<file path="src/rtl/ssd_scan_driver.sv">
// ---------------------------------------------------------------------------
// ssd_scan_driver
//
// Display scan stage for a dual-digit seven-segment Pmod. A 32-bit display
// word arrives over a valid/ready handshake into a one-deep pending slot. The
// word is promoted to the active register only at a frame boundary, so a
// frame never shows a mix of old and new settings. The two digits are
// time-multiplexed with a prescaled digit select. Each slot applies hex
// decode, per-digit blanking, anti-ghosting dead time, 4-bit PWM brightness
// and a frame-based blink.
//
// Parameters
//   PRESCALE_DIV : clk cycles per digit slot (>= DEAD_CYCLES+2); frame = 2 slots
//   DEAD_CYCLES  : cycles at the start of each slot with all segments off
//   BLINK_FRAMES : frames per blink half-period (>= 1)
//
// Ports
//   clk        in   single clock, rising edge
//   rst        in   synchronous, active-high reset
//   cfg_valid  in   display word valid
//   cfg_ready  out  pending slot can accept a word
//   cfg_data   in   [3:0] digit0, [7:4] digit1, [8] blank0, [9] blank1,
//                   [10] blink_en, [15:12] brightness, other bits ignored
//   seg        out  {g,f,e,d,c,b,a}, active-high, registered
//   dsel       out  0 = digit0 lit, 1 = digit1 lit, registered
//   frame_tick out  one-cycle pulse in the first cycle of each frame
// ---------------------------------------------------------------------------
module ssd_scan_driver #(
  parameter int PRESCALE_DIV = 100000,
  parameter int DEAD_CYCLES  = 16,
  parameter int BLINK_FRAMES = 256
) (
  input  logic        clk,
  input  logic        rst,
  input  logic        cfg_valid,
  output logic        cfg_ready,
  input  logic [31:0] cfg_data,
  output logic [6:0]  seg,
  output logic        dsel,
  output logic        frame_tick
);

  localparam int PW = (PRESCALE_DIV > 1) ? $clog2(PRESCALE_DIV) : 1;
  localparam int BW = (BLINK_FRAMES > 1) ? $clog2(BLINK_FRAMES) : 1;

  localparam logic [PW-1:0] PCNT_LAST  = PW'(PRESCALE_DIV - 1);
  localparam logic [PW-1:0] DEAD_LIMIT = PW'(DEAD_CYCLES);
  localparam logic [BW-1:0] BLINK_LAST = BW'(BLINK_FRAMES - 1);

  // Display settings extracted from the configuration word.
  typedef struct packed {
    logic [3:0] bright;
    logic       blink_en;
    logic       blank1;
    logic       blank0;
    logic [3:0] dig1;
    logic [3:0] dig0;
  } disp_t;

  // Reset state keeps both digits blanked so the display starts dark.
  localparam disp_t DISP_RESET = '{
    bright:   4'd0,
    blink_en: 1'b0,
    blank1:   1'b1,
    blank0:   1'b1,
    dig1:     4'd0,
    dig0:     4'd0
  };

  function automatic disp_t unpack_word(input logic [31:0] w);
    disp_t d;
    d.bright   = w[15:12];
    d.blink_en = w[10];
    d.blank1   = w[9];
    d.blank0   = w[8];
    d.dig1     = w[7:4];
    d.dig0     = w[3:0];
    return d;
  endfunction

  function automatic logic [6:0] hex_decode(input logic [3:0] h);
    logic [6:0] s;
    // NOTE: every combinational output gets a default first so no path
    // through the case leaves it unassigned and infers a latch.
    s = 7'h00;
    case (h)
      4'h0: s = 7'h3F;
      4'h1: s = 7'h06;
      4'h2: s = 7'h5B;
      4'h3: s = 7'h4F;
      4'h4: s = 7'h66;
      4'h5: s = 7'h6D;
      4'h6: s = 7'h7D;
      4'h7: s = 7'h07;
      4'h8: s = 7'h7F;
      4'h9: s = 7'h6F;
      4'hA: s = 7'h77;
      4'hB: s = 7'h7C;
      4'hC: s = 7'h39;
      4'hD: s = 7'h5E;
      4'hE: s = 7'h79;
      4'hF: s = 7'h71;
      default: s = 7'h00;
    endcase
    return s;
  endfunction

  // Bits of the configuration word that carry no display setting.
  logic unused_cfg_bits;
  assign unused_cfg_bits = ^{cfg_data[31:16], cfg_data[11]};

  logic [PW-1:0] pcnt;
  logic [PW-1:0] pcnt_nxt;
  logic          dsel_nxt;
  logic          pcnt_last;
  logic          apply;
  logic          accept;
  logic [3:0]    pwm_cnt;
  logic [BW-1:0] blink_cnt;
  logic          blink_phase;
  logic          pend_full;
  disp_t         pend_word;
  disp_t         active;
  logic [3:0]    sel_digit;
  logic          sel_blank;
  logic [6:0]    seg_nxt;

  assign pcnt_last = (pcnt == PCNT_LAST);
  assign pcnt_nxt  = pcnt_last ? '0 : pcnt + 1'b1;
  assign dsel_nxt  = dsel ^ pcnt_last;

  // The frame boundary is the dsel 1->0 toggle; the pending word is promoted
  // on that same edge.
  assign apply = pcnt_last && dsel;

  // The slot may take a new word on the same edge the old one is promoted.
  assign cfg_ready = !rst && (!pend_full || apply);
  assign accept    = cfg_valid && cfg_ready;

  // Segment data is computed against the slot the registers are about to
  // enter, so seg and dsel change on the same edge and a digit's pattern
  // never leaks into its neighbour's slot. Brightness, blink and the active
  // word are taken from their current values (one cycle of latency).
  assign sel_digit = dsel_nxt ? active.dig1   : active.dig0;
  assign sel_blank = dsel_nxt ? active.blank1 : active.blank0;

  always_comb begin
    seg_nxt = 7'h00;
    if (!sel_blank &&
        (pcnt_nxt >= DEAD_LIMIT) &&
        (pwm_cnt <= active.bright) &&
        !(active.blink_en && blink_phase)) begin
      seg_nxt = hex_decode(sel_digit);
    end
  end

  // NOTE: sequential state uses non-blocking assignments so every register
  // samples pre-edge values regardless of statement order.
  always_ff @(posedge clk) begin
    if (rst) begin
      pcnt        <= '0;
      dsel        <= 1'b0;
      frame_tick  <= 1'b0;
      pwm_cnt     <= 4'd0;
      blink_cnt   <= '0;
      blink_phase <= 1'b0;
      pend_full   <= 1'b0;
      pend_word   <= DISP_RESET;
      active      <= DISP_RESET;
      seg         <= 7'h00;
    end else begin
      pcnt       <= pcnt_nxt;
      dsel       <= dsel_nxt;
      frame_tick <= apply;
      pwm_cnt    <= pwm_cnt + 4'd1;
      seg        <= seg_nxt;

      if (apply) begin
        if (pend_full) begin
          active <= pend_word;
        end
        if (blink_cnt == BLINK_LAST) begin
          blink_cnt   <= '0;
          blink_phase <= !blink_phase;
        end else begin
          blink_cnt <= blink_cnt + 1'b1;
        end
      end

      // Acceptance wins over the clear when both happen on one edge.
      if (accept) begin
        pend_word <= unpack_word(cfg_data);
        pend_full <= 1'b1;
      end else if (apply) begin
        pend_full <= 1'b0;
      end
    end
  end

endmodule

</file>
<file path="config.mk">
export PLATFORM = sky130hd
export DESIGN_NAME = ssd_scan_driver
export DESIGN_NICKNAME = d
export VERILOG_FILES = /design/src/rtl/ssd_scan_driver.sv
export SDC_FILE = /design/constraint.sdc
export NUM_CORES = 1
export LEC_CHECK = 0
export CORE_AREA = 2 2 62 109
export CTS_CLUSTER_SIZE = 20
export DETAILED_ROUTE_END_ITERATION = 7
export DIE_AREA = 0 0 64 111
export GPL_ROUTABILITY_DRIVEN = 1
export PLACE_DENSITY_LB_ADDON = 0.05
export SLEW_MARGIN = 0
export SYNTH_ARGS = -nofsm -noshare
export SYNTH_HDL_FRONTEND = slang
export SYNTH_SLANG_ARGS = --single-unit
</file>
<file path="constraint.sdc">
create_clock -name clk -period 3.4 [get_ports clk]
set_input_delay 0.34 -clock clk [delete_from_list [all_inputs] [get_ports clk]]
set_output_delay 0.34 -clock clk [all_outputs]
set_load 0.02 [all_outputs]
</file>
==> results_dict.tcl <==
set metrics [dict create \
    cts_tree "yes" \
    fin_skew_ps 5.56 \
    period_minus_slack_ps 2930 \
    synth_flop_cell "dfxtp_1" \
    synth_edf_count 0 \
    gp_congestion 0.898 \
    path_clk_slew_ps 50 \
    max_freq_mhz 341 \
    syn_nets 431 \
    worst_setup_path_end_kind "primary output" \
    grt_max_degree 25 \
    core_um2 6290 \
    antenna_cells 0 \
    grt-ovfl-total 0 \
    critPathKind "register to primary output" \
    max_stage_delay_ps 650 \
    cp_max_fo 7 \
    syn_to_final_growth_pct 17.8 \
    postLayoutCellArea_um2 3860 \
    nets 454 \
    status "complete, no violations" \
    peakVddDrop_mv 0.311 \
    hold_buffers 0 \
    port_buffers 27 \
    drtAntennaViolNets 0 \
    vias 2541 \
    remaining_drc_errors 0 \
    fin_cells 489 \
    worst_path_max_delay_cell "clkdlybuf4s50_1" \
    die_w_um 64 \
    regArea_um2 1400 \
    dr.pass1.iters 4 \
    placed_area_um2 3610 \
    hp-class "register to register" \
    powerDensity_nw_per_um2 449 \
    crit_arrival_ps 2590 \
    fin_crit_sh_pct 86.2 \
    synthArstFlopShare_pct 0 \
    cts_root_buffer "clkbuf_16" \
    grt_pass1_wl_um 10800 \
    p_leak_uw 0.00151 \
    syn_area_um2 3280 \
    die-height_um 111 \
    cts_buffers 9 \
    drv_slew 0 \
    rsz0062_at_grt "no" \
    worst_pin_slew_ps 551 \
    fin_tns_setup_ps 0 \
    hold_viol 0 \
    grt_pass1_vias 2438 \
    postCtsSetupBuffers 0 \
    synth_cells 380 \
    viasPerCell 5.20 \
    multi_input_area_um2 1740 \
    fillers 582 \
    cp_cell_sequence "ha_1 > nand3_1 > nor2_1 > and4_1 > ha_1 > nor2b_1 > nor2_1 > clkdlybuf4s50_1" \
    cts_resized 0 \
    clock_latency_ps 330 \
    yosysWarnings 0 \
    totalWireLength_um 6300 \
    synth.distinct_cells 42 \
    cts_sinks 70 \
    setup_viol 0 \
    synth-seq-cells 70 \
    placed_cells 474 \
    maxCapViolations 0 \
    relSlewSlack_pct 63.3 \
    ios 45 \
    start_util_pct 52.1 \
    die_area_um2 7100 \
    cp.required_ps 3060 \
    drive_gt1_share_pct 7.37 \
    htree_levels 3 \
    wire_per_inst_um 12.9 \
    yosysSeqAreaShare_pct 42.8 \
    antenna_found_initial 0 \
    crit_path_start_kind "register" \
    cts.path.max_buffers 2 \
    track_usage_pct 19.6 \
    fp-row-count 39 \
    avgSynthCellArea_um2 8.62 \
    drt_iter0_drc 71 \
    post-route-util_pct 61.3 \
    setup_slack_ps 470 \
    dp_slack_ps 519 \
    dp_hpwl_um 4690 \
]
[cell usage in the layout (no fill, tap or decap), types with 3 or more instances in the layout]
cell and count:
clkbuf_1 4, ha_1 16, nor3_1 3, nand3b_1 16, clkbuf_16 9, buf_4 8
nand3_1 9, clkdlybuf4s50_1 27, dfxtp_1 70, mux2i_1 9, xnor2_1 14, nor2b_1 5
nand2_1 74, nand2b_1 3, nor4_1 3, a21oi_1 24, nand4_1 8, nor2_1 41
and3_1 3, inv_1 8, o21ai_0 6, xor2_1 13, o221ai_1 4
[stage by stage]
step | hold WS [ps] | total power (uW)
3_3_place_gp | 439 | 951
4_1_cts | 451 | 1760
5_1_grt | 468 | 1810
6_report | 450 | 1730
3_5_place_dp | 443 | 952
2_1_floorplan | 430 | 918
[path summary, 6_finish.rpt]
check | start | to | slack [ps] | cells past startpoint
max | pcnt[0] | cfg_ready | 470 | 8
min | active[4] | active[4] | 450 | 2
max reg2reg | pcnt[0] | seg[0] | 530 | 11
min reg2reg | active[4] | active[4] | 450 | 2
[synth_stat cells, drive strengths merged, types with 3 or more instances]
library cell,number,area share (%)
nand2,74,8.5
dfxtp,70,43
nor2,41,4.7
a21oi,24,3.7
ha,16,6.1
nand3b,16,3.7
xnor2,14,3.7
xor2,13,3.5
buf,12,1.8
clkbuf,11,1.3
nand3,11,2.2
nand4,10,2.8
mux2i,9,2.7
inv,8,0.92
o21ai,6,0.92
and3,5,1.0
nor2b,5,0.95
nor4,4,0.95
o221ai,4,1.1
nand2b,3,0.57
nor3,3,0.46
[registers in the layout (all words and copies together) (netlist names)]
name         flops
pend_word       15
blink_phase      1
seg              7
pend_full        1
frame_tick       1
dsel             1
active          15
pcnt            17
blink_cnt        8
pwm_cnt          4
[cells by family (layout without fill, tap and decap cells)]
group	Yosys count	in the layout	synth area share, %
simple gates	183	183	28.6
flops	70	70	42.8
compound gates	42	42	7.90
buf+inv	31	58	4.01
xor+xnor	27	27	7.22
fa+ha+maj	16	16	6.11
mux	11	11	3.44
[critical path, delay by kind of cell (launching register included)]
family	cells	cell delay [ps]
flops	1	470
buf+inv	1	650
simple gates	5	670
fa+ha+maj	2	460
[layout make-up]
| cell class | instances | share of cell area (%) |
|---|---|---|
| clock buffers | 13 | 6.23 |
| clock inverters | 2 | 0.259 |
| inverters | 8 | 0.778 |
| multi-input cells | 279 | 45.2 |
| flip-flops and latches | 70 | 36.3 |
| well taps | 82 | 2.66 |
| repair buffers | 35 | 8.56 |
[metal layers]
| metal | wire [um] | up-vias | GRT usage [%] |
|---|---|---|---|
| li1 | - | 1318 | - |
| met1 | 2500 | 1153 | 19.5 |
| met2 | 3340 | 51 | 34.8 |
| met3 | 213 | 19 | 5.89 |
| met4 | 249 | 0 | 11.2 |
| met5 | 0 | - | 0 |
[power breakdown]
part | total, uW | switching, uW | internal [uW]
Clock | 798 | 311 | 487
Sequential | 857 | 15.7 | 842
Combinational | 77.5 | 36.4 | 41.0
Total | 1730 | 363 | 1370
Power figures use the tool's default switching activity.
